$ cat src/rtl/vga_pattern_gen.sv
// vga_pattern_gen: VGA timing generator with four test patterns.
// Ports: clk, reset_n, enable, mode[1:0] in; hsync, vsync, display_on, hpos, vpos, rgb, frame_start, frame_count out (all registered).
module vga_pattern_gen #(
  parameter int unsigned H_DISPLAY = 640,
  parameter int unsigned H_FRONT   = 16,
  parameter int unsigned H_SYNC    = 96,
  parameter int unsigned H_BACK    = 48,
  parameter int unsigned V_DISPLAY = 480,
  parameter int unsigned V_FRONT   = 10,
  parameter int unsigned V_SYNC    = 2,
  parameter int unsigned V_BACK    = 33,
  parameter bit          SYNC_POL  = 1'b0,
  parameter int unsigned CW        = 1
) (
  input  logic            clk,
  input  logic            reset_n,
  input  logic            enable,
  input  logic [1:0]      mode,
  output logic            hsync,
  output logic            vsync,
  output logic            display_on,
  output logic [10:0]     hpos,
  output logic [10:0]     vpos,
  output logic [3*CW-1:0] rgb,
  output logic            frame_start,
  output logic [7:0]      frame_count
);

  localparam int unsigned HT =
    H_DISPLAY + H_FRONT + H_SYNC + H_BACK;
  localparam int unsigned VT =
    V_DISPLAY + V_FRONT + V_SYNC + V_BACK;
  localparam int unsigned BAR_W = H_DISPLAY / 8;

  localparam logic [10:0] H_MAX  = 11'(HT - 1);
  localparam logic [10:0] V_MAX  = 11'(VT - 1);
  localparam logic [10:0] H_VIS  = 11'(H_DISPLAY);
  localparam logic [10:0] V_VIS  = 11'(V_DISPLAY);
  localparam logic [10:0] HS_BEG = 11'(H_DISPLAY + H_FRONT);
  localparam logic [10:0] HS_END =
    11'(H_DISPLAY + H_FRONT + H_SYNC - 1);
  localparam logic [10:0] VS_BEG = 11'(V_DISPLAY + V_FRONT);
  localparam logic [10:0] VS_END =
    11'(V_DISPLAY + V_FRONT + V_SYNC - 1);
  localparam logic [10:0] BAR_LAST = 11'(BAR_W - 1);

  logic [10:0]     h_q, h_d;
  logic [10:0]     v_q, v_d;
  logic [10:0]     bar_px_q, bar_px_d;
  logic [2:0]      bar_q, bar_d;
  logic [1:0]      mode_q, mode_d;
  logic [7:0]      fc_q, fc_d;

  logic [10:0]     hpos_q, vpos_q;
  logic            hs_q, vs_q, de_q, fs_q;
  logic [3*CW-1:0] rgb_q, rgb_d;

  logic            frame_top;
  logic            h_wrap;
  logic            vis_d, hs_d, vs_d;
  logic [10:0]     ramp;
  logic [CW-1:0]   r_d, g_d, b_d;

  always_comb begin
    frame_top = (h_q == 11'd0) && (v_q == 11'd0);
    // Mode and frame count switch on the frame's first pixel,
    // so that pixel already shows the new values.
    mode_d = frame_top ? mode : mode_q;
    fc_d   = frame_top ? fc_q + 8'd1 : fc_q;

    h_wrap = (h_q == H_MAX);
    h_d    = h_wrap ? 11'd0 : h_q + 11'd1;
    v_d    = v_q;
    if (h_wrap) begin
      v_d = (v_q == V_MAX) ? 11'd0 : v_q + 11'd1;
    end

    // Bar index tracks h without a divider; saturates at 7.
    bar_px_d = bar_px_q + 11'd1;
    bar_d    = bar_q;
    if (h_wrap) begin
      bar_px_d = 11'd0;
      bar_d    = 3'd0;
    end else if (bar_px_q == BAR_LAST) begin
      bar_px_d = 11'd0;
      if (bar_q != 3'd7) begin
        bar_d = bar_q + 3'd1;
      end
    end

    vis_d = (h_q < H_VIS) && (v_q < V_VIS);
    hs_d  = (h_q >= HS_BEG && h_q <= HS_END) ?
            SYNC_POL : ~SYNC_POL;
    vs_d  = (v_q >= VS_BEG && v_q <= VS_END) ?
            SYNC_POL : ~SYNC_POL;

    ramp = h_q + {3'b000, fc_d};
    r_d  = '0;
    g_d  = '0;
    b_d  = '0;
    unique case (1'b1)
      mode_d == 2'd0: begin
        r_d = {CW{(h_q[2:0] == 3'd0) ||
                  (v_q[2:0] == 3'd0)}};
        g_d = {CW{v_q[4]}};
        b_d = {CW{h_q[4]}};
      end
      mode_d == 2'd1: begin
        r_d = {CW{bar_q[0]}};
        g_d = {CW{bar_q[1]}};
        b_d = {CW{bar_q[2]}};
      end
      mode_d == 2'd2: begin
        r_d = {CW{h_q[5] ^ v_q[5]}};
        g_d = {CW{h_q[5] ^ v_q[5]}};
        b_d = {CW{h_q[5] ^ v_q[5]}};
      end
      default: begin
        r_d = CW'(ramp >> 4);
        g_d = CW'(v_q >> 4);
        b_d = CW'(fc_d);
      end
    endcase
    rgb_d = vis_d ? {b_d, g_d, r_d} : '0;
  end

  always_ff @(posedge clk or negedge reset_n) begin
    if (!reset_n) begin
      h_q      <= '0;
      v_q      <= '0;
      bar_px_q <= '0;
      bar_q    <= '0;
      mode_q   <= '0;
      fc_q     <= '0;
      hpos_q   <= '0;
      vpos_q   <= '0;
      hs_q     <= ~SYNC_POL;
      vs_q     <= ~SYNC_POL;
      de_q     <= 1'b0;
      rgb_q    <= '0;
      fs_q     <= 1'b0;
    end else if (enable) begin
      h_q      <= h_d;
      v_q      <= v_d;
      bar_px_q <= bar_px_d;
      bar_q    <= bar_d;
      mode_q   <= mode_d;
      fc_q     <= fc_d;
      hpos_q   <= h_q;
      vpos_q   <= v_q;
      hs_q     <= hs_d;
      vs_q     <= vs_d;
      de_q     <= vis_d;
      rgb_q    <= rgb_d;
      fs_q     <= frame_top;
    end
  end

  assign hsync       = hs_q;
  assign vsync       = vs_q;
  assign display_on  = de_q;
  assign hpos        = hpos_q;
  assign vpos        = vpos_q;
  assign rgb         = rgb_q;
  assign frame_start = fs_q;
  assign frame_count = fc_q;

endmodule

$ cat config.mk
export PLATFORM = sky130hd
export DESIGN_NAME = vga_pattern_gen
export DESIGN_NICKNAME = d
export VERILOG_FILES = /design/src/rtl/vga_pattern_gen.sv
export SDC_FILE = /design/constraint.sdc
export NUM_CORES = 1
export LEC_CHECK = 0
export CAP_MARGIN = 5
export CORE_UTILIZATION = 25
export DETAILED_ROUTE_END_ITERATION = 8
export SYNTH_ARGS = -nofsm -noshare
export SYNTH_HDL_FRONTEND = slang
export SYNTH_SLANG_ARGS = --single-unit
$ cat constraint.sdc
create_clock -name clk -period 10.85 [get_ports clk]
set_input_delay 2.17 -clock clk [delete_from_list [all_inputs] [get_ports clk]]
set_output_delay 2.17 -clock clk [all_outputs]
set_load 0.02 [all_outputs]
-- Word-level counts from Yosys, hierarchy flattened
Cells that the tools add are included.
- bits in registers: 75
- bits in latches: 0
- bits in writable memories: 0
- ROM bits: 0
- input bits: 5
- output and inout port bits: 37
- word-level logic and storage cells: 61
- memories kept: 0
- $add $sub $neg: 6
- multipliers: 0
- div/mod/pow operators: 0
- magnitude comparators: 6
- equality and inequality tests: 6
- shift operators: 0
- mux-type cells: 15
- bitwise gates (word level): 1
- reductions and logical operators: 14
- operators with widths (kind ; number):
    $mux 11 ; 4
    $add 11x1->11 const B ; 3
    $eq 11x10->1 const B ; 2
    $logic_not 11->1 ; 2
    $mux 3 ; 4
    $eq 11x7->1 const B ; 1
    $ge 11x10->1 const B ; 1
    $ge 11x9->1 const B ; 1
    $le 11x10->1 const B ; 1
    $le 11x9->1 const B ; 1
    $lt 11x10->1 const B ; 1
    $lt 11x9->1 const B ; 1
    $add 8x1->8 const B ; 1
    $mux 8 ; 1
    $logic_not 3->1 ; 2
    $pmux 1 s3 ; 2
    $add 5x5->5 ; 1
    $logic_and 1x1->1 ; 4
    $reduce_bool 2->1 ; 2
    $add 3x1->3 const B ; 1
    $ne 3x3->1 const B ; 1
    $reduce_and 3->1 ; 1
    $eq 2x1->1 const B ; 1
    $eq 2x2->1 const B ; 1
    7 further kinds ; 8

-- Logic depth before layout (Yosys ltp)
- depth in word-level cells: 6
- gate-level depth with buffers: 14
- gate-level depth less buffers: 13

-- Worst setup path after synthesis
OpenSTA, ideal clock, no wires.
- kind: reg-to-reg
- start: reg v_q[5]
- end: reg rgb_q[0], in the netlist rgb[0]
- arrival time: 3.365 ns
- data required time: 10.723 ns
- path slack: 7.359 ns
- stages on the path, launching flop included: 13
- path buffers: 2
- period minus slack after synthesis: 3.491 ns
- cells stage by stage: dfrtp_1 -> buf_6 -> or4_4 -> or4_1 -> clkbuf_2 -> nor2_1 -> mux2_2 -> ha_1 -> and4_1 -> nand4_1 -> mux2i_1 -> o32ai_1 -> nor3_2
- cells in the longest elaborated chain, start to end: 6
- elaborated cells on any way between the ends: 13
- ends and longest elaborated chain (item ; RTL line ; text):
    start, declared ; 48 ; logic [10:0] v_q, v_d;
    start signal, assigned ; 144 ; v_q <= v_d;
    $logic_not 11->1 ; 65 ; frame_top = (h_q == 11'd0) && (v_q == 11'd0);
    $logic_and 1x1->1 ; 65 ;
    $mux 8 ; 69 ; fc_d = frame_top ? fc_q + 8'd1 : fc_q;
    net fc_d[1] ; 52 ; logic [7:0] fc_q, fc_d;
    $add 5x5->5 ; 97 ; ramp = h_q + {3'b000, fc_d};
    $pmux 1 s3 ; 101 ; unique case (1'b1)
    $mux 3 ; 124 ; rgb_d = vis_d ? {b_d, g_d, r_d} : '0;
    end signal, assigned ; 154 ; rgb_q <= rgb_d;
    end, declared ; 56 ; logic [3*CW-1:0] rgb_q, rgb_d;
The timed path passes the listed nets, and every way through them passes these cells.
A chain may end at the register's enable or synchronous reset.

-- Worst setup path in the final report
- start: in enable
- end: reg v_q[9]
- cells in the longest elaborated chain, start to end: 1
- ends and longest elaborated chain (item ; RTL line ; text):
    start, declared ; 17 ; input logic enable,
    $reduce_and 2->1 (no source line) ; - ;
Every way passes these cells.

==> impl_metrics.py <==
metrics = {
    "yosys": {
        "synthArstFlopShare": 1.00,
        "yosysSeqAreaShare": 0.496,
        "synthTopCellsByArea": "dfrtp_1, mux2_2, ha_1",
        "syn_area_mm2": 0.00379,
        "synth_area_leader_cell": "dfrtp_1",
        "synthFlopType": "dfrtp_1",
        "syn_inst": 355,
        "syn-mean-instance-area_um2": 10.7,
        "ys_ff_latch": 75,
        "syn-num-nets": 375,
        "synth_edf_count": 0,
        "synth.top_cell.area_share": 0.482,
        "synth.distinct_cells": 52,
        "yosysWarnings": 0,
    },
    "worst_hold_path": {
        "hold_path.class": "register to register",
        "min_from": "frame_count[7]$_DFFE_PN0P_",
    },
    "place": {
        "hpwlAfterDp_um": 5880,
        "place_congestion": 0.833,
        "io_buffers": 41,
    },
    "sta": {
        "fmax_mhz": 251,
        "finalHoldViolCount": 0,
        "finClkSkew_ns": 0.00807,
        "worstMarginPinSlew_ns": 0.947,
        "final.setup.tns_ns": 0,
        "maxSlewViolCount": 0,
        "relSlewSlack": 0.369,
        "period_minus_slack_ns": 3.99,
        "finalSetupViolations": 0,
        "post-route-period-util": 0.368,
        "hold_ws_ns": 0.475,
        "rsz0062_at_grt": "false",
    },
    "outcome": {
        "status": "finished, final reports clean",
    },
    "floorplan": {
        "ios": 42,
        "chipWidth_um": 125,
        "core_mm2": 0.0146,
        "start_util": 0.259,
        "row_count": 44,
        "die_h_um": 125,
        "die-area_mm2": 0.0157,
    },
    "finish": {
        "fillers": 1487,
        "area_growth_pct": 25.0,
        "antenna_cells": 0,
        "nNetsFinal": 417,
        "regArea_mm2": 0.00188,
        "multi_input_area_mm2": 0.00181,
        "drive_above_1_share": 0.132,
    },
    "cts": {
        "clk_latency_ns": 0.34,
        "postCtsSetupBuffers": 0,
        "cts.sinks": 75,
        "cts_resized": 0,
        "numCtsBuffers": 9,
        "cts_root_buffer": "clkbuf_16",
        "clockBufferDepth": 2,
        "cts_tree": "built",
        "htree_levels": 3,
        "postCtsHoldBufs": 0,
        "path_clk_slew_ns": 0.06,
    },
    "drt": {
        "totalWireLength_um": 8330,
        "routedWlPerCell_um": 14.2,
        "post-route-drc-count": 0,
        "dr_total_vias": 2808,
        "viasPerCell": 4.79,
        "ant_nets": 0,
        "first_pass_iters": 6,
        "drtIter0Drc": 177,
    },
    "setup_path": {
        "worstSetupEndpointType": "register",
        "crit_path_start": "enable",
        "crit_type": "primary input to register",
        "crit_fanout": 51,
        "r2r-start": "v_q[5]$_DFFE_PN0P_",
        "crit_required_ns": 11.07,
        "startpoint_type": "primary input",
        "worst_ep_arrival_time_ns": 4.20,
    },
    "global_routing": {
        "grtUsageTotal": 0.114,
        "grt_pass1_vias": 2874,
        "overflow": 0,
        "grt_pass1_wl_um": 14200,
        "grt_max_degree": 76,
        "grt_antenna_before_repair": 0,
    },
    "power": {
        "power_leakage_uw": 0.00207,
        "peakVddDrop_v": 0.000127,
        "powerDensity_mw_per_mm2": 177,
    },
    "job": {
        "cap_violations": 0,
    },
}
## cells in the final DEF (no fill, tap or decap), types with 11 or more instances in the layout
cell type and n:
dfrtp_1 73, clkdlybuf4s50_1 39, nand2_1 29, mux2_2 27
o21ai_0 21, nand3_1 20, nor2_1 18, xnor2_1 17
nand4_1 15, ha_1 15, inv_1 13, xor2_1 12
a21oi_1 11
## cell families (layout without fill, tap and decap cells)
family,after synthesis,count (layout),synth area share
mux,31,31,0.0908
flops,75,75,0.496
compound gates,53,53,0.0878
fa+ha+maj,15,15,0.0495
xor+xnor,29,29,0.0670
simple gates,126,126,0.181
buf+inv,26,73,0.0281
## area by class of cell
cell class              instances  share of cell area
clock buffers                  12              0.0541
clock inverters                 4              0.0206
inverters                      14              0.0111
multi-input cells             254               0.381
flip-flops and latches         75               0.397
well taps                     184              0.0486
repair buffers                 43              0.0882
## stage by stage
step	area, µm²	utilization	setup WS, ns	total power, µW	cells
4_1_cts	4740	0.324	6.91	850	586
5_1_grt	4740	0.324	6.60	881	586
6_report	4740	0.324	6.86	838	586
3_5_place_dp	4390	0.299	6.55	493	570
2_1_floorplan	3790	-	7.36	432	355
3_3_place_gp	4390	0.299	6.66	489	570
## power breakdown
part / switching [µW] / total [µW] / internal (µW)
clock network: 113 / 350 / 237
logic: 71.6 / 134 / 62.5
registers: 42.7 / 353 / 311
total: 227 / 838 / 610
## final timing paths
check	end	slack [ns]	cells past startpoint
min	frame_count[7]$_DFFE_PN0P_	0.48	1
max in group asynchronous	vpos[9]$_DFFE_PN0P_	8.26	1
max reg2reg	rgb[0]$_DFFE_PN0P_	6.94	10
min in group asynchronous	bar_px_q[8]$_DFFE_PN0P_	1.97	1
min reg2reg	frame_count[7]$_DFFE_PN0P_	0.48	1
max	v_q[9]$_DFFE_PN0P_	6.86	7
## flip-flops by register name (all words and copies together) (netlist names)
register     flops
hsync            1
mode_q           2
frame_start      1
display_on       1
vsync            1
vpos            11
hpos            11
frame_count      8
bar_q            3
h_q             11
bar_px_q        11
v_q             11
rgb              3
## layer usage
layer,vias up,track usage,routed length (µm),part of all wire
met5,-,0,0,0
met4,0,0.0430,153,0.018
met3,14,0.0351,281,0.034
met2,46,0.172,3860,0.46
met1,1384,0.154,4040,0.48
li1,1364,-,-,-
## cell usage after synthesis, drive strengths merged (5+ instances only)
cell     n
dfrtp   73
nand2   29
mux2    27
o21ai   21
nand3   20
nor2    18
xnor2   17
ha      15
nand4   15
inv     13
xor2    12
a21oi   11
clkbuf   9
nor3     8
and3     5
nor2b    5
or3      5
## worst max-delay path, stage by stage
cell,delay (ns)
buf_2,0.08
buf_4,0.45
clkinv_1,0.45
nor3_1,0.42
nand4_1,0.26
o211ai_1,0.24
o31ai_1,0.10
No activity file was read; power rests on OpenSTA's default activity.
